<file path="config.mk">
export PLATFORM = sky130hd
export DESIGN_NAME = pe_nic
export DESIGN_NICKNAME = d
export VERILOG_FILES = /design/src/rtl/pe_nic.sv
export SDC_FILE = /design/constraint.sdc
export NUM_CORES = 1
export LEC_CHECK = 0
export CORE_UTILIZATION = 45
export DETAILED_ROUTE_END_ITERATION = 12
export PLACE_DENSITY = 0.79
export REMOVE_ABC_BUFFERS = 1
export SLEW_MARGIN = 0
export SYNTH_ARGS = -nofsm -noshare
export SYNTH_HDL_FRONTEND = slang
export SYNTH_SLANG_ARGS = --single-unit
</file>
<file path="constraint.sdc">
create_clock -name clk -period 1.9 [get_ports clk]
set_input_delay 0.57 -clock clk [delete_from_list [all_inputs] [get_ports clk]]
set_output_delay 0.57 -clock clk [all_outputs]
set_load 0.01 [all_outputs]
</file>
<file path="src/rtl/pe_nic.sv">
// Network interface between one processing element and its mesh router port:
// a single-entry receive buffer, a single-entry send buffer and a 2-bit register map.
module pe_nic #(
  parameter int DATA_WIDTH = 64
) (
  input  logic                  clk,
  input  logic                  reset,
  input  logic [1:0]            addr,
  input  logic [DATA_WIDTH-1:0] d_in,
  output logic [DATA_WIDTH-1:0] d_out,
  input  logic                  nicEn,
  input  logic                  nicWrEn,
  output logic                  net_so,
  input  logic                  net_ro,
  output logic [DATA_WIDTH-1:0] net_do,
  input  logic                  net_polarity,
  input  logic                  net_si,
  output logic                  net_ri,
  input  logic [DATA_WIDTH-1:0] net_di
);

  localparam logic [1:0] AddrInBuf   = 2'd0;
  localparam logic [1:0] AddrInStat  = 2'd1;
  localparam logic [1:0] AddrOutBuf  = 2'd2;
  localparam logic [1:0] AddrOutStat = 2'd3;

  logic [DATA_WIDTH-1:0] inBuf_q, inBuf_d;
  logic [DATA_WIDTH-1:0] outBuf_q, outBuf_d;
  logic [DATA_WIDTH-1:0] dOut_q, dOut_d;
  logic                  inFull_q, inFull_d;
  logic                  outFull_q, outFull_d;

  logic procRead;
  logic procWrite;
  logic acceptPkt;

  assign procRead  = nicEn && !nicWrEn;
  assign procWrite = nicEn && nicWrEn;

  // Gating with reset keeps both handshakes quiet on the reset edge itself.
  assign net_ri    = !inFull_q && !reset;
  assign net_so    = outFull_q && net_ro && (outBuf_q[DATA_WIDTH-1] == net_polarity) && !reset;
  assign net_do    = outFull_q ? outBuf_q : '0;
  assign d_out     = dOut_q;
  assign acceptPkt = net_si && net_ri;

  always_comb begin
    inBuf_d   = inBuf_q;
    inFull_d  = inFull_q;
    outBuf_d  = outBuf_q;
    outFull_d = outFull_q;
    dOut_d    = dOut_q;

    if (acceptPkt) begin
      inBuf_d  = net_di;
      inFull_d = 1'b1;
    end

    if (net_so) begin
      outFull_d = 1'b0;
    end

    // A write to a full send buffer is dropped even if the buffer drains this edge.
    if (procWrite && (addr == AddrOutBuf) && !outFull_q) begin
      outBuf_d  = d_in;
      outFull_d = 1'b1;
    end

    if (procRead) begin
      case (addr)
        AddrInBuf: begin
          dOut_d = inBuf_q;
          if (inFull_q) begin
            inFull_d = 1'b0;
          end
        end
        AddrInStat:  dOut_d = {{(DATA_WIDTH-1){1'b0}}, inFull_q};
        AddrOutBuf:  dOut_d = outBuf_q;
        AddrOutStat: dOut_d = {{(DATA_WIDTH-1){1'b0}}, outFull_q};
        default:     dOut_d = dOut_q;
      endcase
    end
  end

  always_ff @(posedge clk) begin
    if (reset) begin
      inBuf_q   <= '0;
      inFull_q  <= 1'b0;
      outBuf_q  <= '0;
      outFull_q <= 1'b0;
      dOut_q    <= '0;
    end else begin
      inBuf_q   <= inBuf_d;
      inFull_q  <= inFull_d;
      outBuf_q  <= outBuf_d;
      outFull_q <= outFull_d;
      dOut_q    <= dOut_d;
    end
  end

endmodule

</file>
After elaboration in Yosys (flattened, before gate mapping)
Index checks and enable logic that the tools add are counted.

Bits in registers: 194. Output and inout bits: 130. Bits of input ports: 137. Word-level logic and storage cells: 32.

Reductions and logical operators: 15. Multiplexer cells: 8. Equality and inequality tests: 4.

Operators by type and width (number): 64-bit one-hot mux with 4 select lines (1); 64-bit 2-to-1 mux (1); 1-bit logical AND (9); 1-bit 2-to-1 mux (6); 2-bit == test (second input constant) (2); 1-bit zero test (4); 2-bit by 1-bit == test with 1-bit output (second input constant) (1); 2-bit zero test (1); 2-bit nonzero test (1); 1-bit == test (1).

Longest topological paths before layout
Depth after elaboration: 7. Depth in mapped cells: 7. Depth with buffers taken out: 3.

Worst setup path after synthesis
No wires, ideal clock.

Path kind: input -> output. Start point: input port reset. End point: output port net_so. Buffers on the path: 2. Stages on the path: 4. Data required time: 1.330 ns. Setup slack: -0.036 ns. Data arrival time: 1.366 ns. Path through: buf_6 clkbuf_1 nand2b_1 nor3b_1.

Longest elaborated chain between the ends: 2.

RTL lines: from (decl) (RTL line 7) `input logic reset,`; 1-bit zero test (RTL line 42) `assign net_so = outFull_q && net_ro && (outBuf_q[DATA_WIDTH-1] == net_polarity) && !reset;`; 1-bit logical AND (RTL line 42); to (decl) (RTL line 13) `output logic net_so,`.

Every way passes these cells.

Worst setup path after layout
Start point: register outFull_q. End point: output port net_do[12].

Longest elaborated chain between the ends: 1.

RTL lines: from (decl) (RTL line 31) `logic outFull_q, outFull_d;`; from (signal assigned) (RTL line 96) `outFull_q <= outFull_d;`; 64-bit 2-to-1 mux (RTL line 43) `assign net_do = outFull_q ? outBuf_q : '0;`; to (decl) (RTL line 15) `output logic [DATA_WIDTH-1:0] net_do,`.

Every way passes these cells.

==> metrics.md <==
| Metric | Value |
|---|---|
| Sink Count | 194 |
| Detailed-route wire length per cell | 17.2 um |
| DR iter-0 viols | 388 |
| Peak VDD IR | roughly 0.64 mV |
| Placed Cells | 1320 |
| Routed Wire Length | around 23 mm |
| Routed Antenna Nets | 0 |
| HP Class | flop to flop |
| Crit path DAT | approximately 1400 ps |
| Synth warn | 0 |
| Die Width | between 100 and 150 um |
| Vias in the first global route | 6844 |
| Synthesized area per cell | 9.04 um2 |
| Ys flop type | dfxtp_1 |
| Register area share after synthesis | 0.499 |
| Final #Nets | ~1300 |
| Initial antenna violation count | 0 |
| CP endpoint kind | output pin |
| Hold Fails Final Rpt | 0 |
| Mapped Cells | 861 |
| FMAX | approximately 500 MHz |
| Overall track demand over capacity in global routing | 0.259 |
| ANT cells | 0 |
| FP Rows | 47 |
| Power per Cell Area | 739 nW/um2 |
| Synth-to-layout area growth | 52.0% |
| CTS Buffer Depth | 2 |
| Startpoint types | flop |
| Routability cong. | 0.798 |
| #FFs+latches synth | 194 |
| Drt via density | between 5 and 6 |
| Fill cells | 1310 |
| Pre-antenna DRT Iters | 5 |
| Post-DP HPWL | 15.3 mm |
| IO Port Bufs | 266 |
| Max-slew violations | 0 |
| Synth Cell Area | 7790 um2 |
| Fin cells | 1366 |
| Die area | around 18000 um2 |
| Die height | 134 um |
| Gr ovfl total | 0 |
| Final number of setup-violating endpoints | 47 |
| Post-synthesis cell type count | 25 |
| Core box area | 16800 um2 |
| CTS buffer count | 17 |
| Final WS setup | -111 ps |
| Initial core utilization | 0.465 |
| Share of layout cells above drive strength 1 | 0.182 |
| Worst path required time | 1330 ps |
| H-tree depth | 4 |
| Crit Path Category | flop to output pin |
| Ports | 267 |
| Largest net degree at the start of global routing | 44 |
| Final cycle utilization of the critical path | 1.06 |
| TritonCTS clock tree | yes |
| Clock Tree Root | clkbuf_16 |
| Setup tns final | -936 ps |
| Status | complete, but fails checks |
| Max cap viols | 0 |
| FFs w/ async S/R, synth | 0 |
| Post-synth EDFFs | 0 |
| CP max FO | 9 |
| Worst-Skew Late Latency | ~420 ps |
| Minimum clock period | ~2000 ps |
| RSZ-0062 raised after global routing | yes |
| Worst Tran Pin Value | 661 ps |
| Clock-pin slew on the worst setup and hold paths | 70 ps |
| Static Leak | 0.00525 uW |
| Via Count | 7192 |
| Hold_buf cts | 0 |
| Drt drc | 0 |
| Fin Clk Skew | 6.23 ps |
| First-pass GRT wire length | 36.3 mm |
| Rel. slew slack | 0.559 |
| Failing checks | setup timing |
critical path, stage by stage (launching register included):
cell and delay (ps):
dfxtp_4 370, buf_12 140, buf_16 140, buf_12 130
and2_4 130, buf_6 110
synthesized netlist by cell type (4+ instances only):
cell / number / area, um2
nand2_1: 219 / 822
o21ai_0: 21 / 105
nor3b_1: 27 / 203
o21ai_1: 43 / 215
buf_1: 8 / 30.0
dfxtp_1: 194 / 3880
clkbuf_1: 33 / 124
and2_1: 64 / 400
mux2i_1: 66 / 661
buf_6: 4 / 45.0
nand2b_1: 40 / 250
a221o_1: 63 / 631
nor2_1: 42 / 158
buf_4: 7 / 52.6
buf_2: 20 / 100
final cells by class:
class                           count  area [um2]  share of cell area
Clock inverter                      9        96.3             0.00814
Timing Repair Buffer              324        3370               0.285
Sequential cell                   194        3890               0.329
Clock buffer                       23         498              0.0421
Tap cell                          220         275              0.0233
Multi-Input combinational cell    595        3700               0.312
Inverter                            1        6.26            0.000529
repair_timing:
item                       CTS  global route
pin swaps                    1             2
gates cloned                 3             2
resized for setup          375            50
setup buffers                9             2
setup endpoints to repair  104           128
per-layer routing:
layer	global-route usage	part of all wire
met1	0.311	0.40
met2	0.433	0.48
met3	0.0818	0.093
met4	0.0972	0.021
met5	0	0
sequential cells by signal (all words and copies together) (netlist names):
name,cells
d_out,64
inBuf_q,64
inFull_q,1
outBuf_q,64
outFull_q,1
final timing paths:
check                      end  cells after the start  slack [ps]        start
setup / recovery    net_do[12]                      5        -110    outFull_q
hold / removal     inBuf_q[51]                      2         450  inBuf_q[51]
hold reg to reg    inBuf_q[51]                      2         450  inBuf_q[51]
setup reg to reg  outBuf_q[33]                      7         220    outFull_q
report_power, final:
part / switching [uW] / internal (uW)
Combinational: 402 / 499
Sequential: 72.6 / 4210
Clock: 1560 / 2000
placed cells by master (no fill, tap or decap), types with 18 or more instances in the layout:
cell type and instances:
mux2i_1 66, buf_4 30, clkdlybuf4s50_1 135, o21ai_1 43, nand2b_1 39, dfxtp_1 193, clkbuf_16 18, buf_6 47
nor3b_1 25, and2_1 24, dlymetal6s2s_1 26, dlygate4sd2_1 39, and2_4 40, o21ai_0 21, nor2_1 41, a221o_1 63
buf_2 24, buf_12 20, nand2_1 219
through the flow:
stage          hold WS, ps  total power (uW)  setup slack [ps]  utilization  area, um2
2_1_floorplan          429              4690             -5940            -       7440
3_3_place_gp           435              5200              -634        0.651      10900
3_5_place_dp           442              5210              -666        0.651      10900
4_1_cts                451              8780              -162        0.696      11700
5_1_grt                461              9060              -157        0.706      11800
6_report               449              8740              -111        0.706      11800
logic make-up after synthesis:
logic type,share of synthesized area
simple gates,0.244
compound gates,0.123
flops,0.499
xor+xnor,0.00112
mux,0.0877
buf+inv,0.0456
Note: power is estimated with default switching activity, not from simulation.
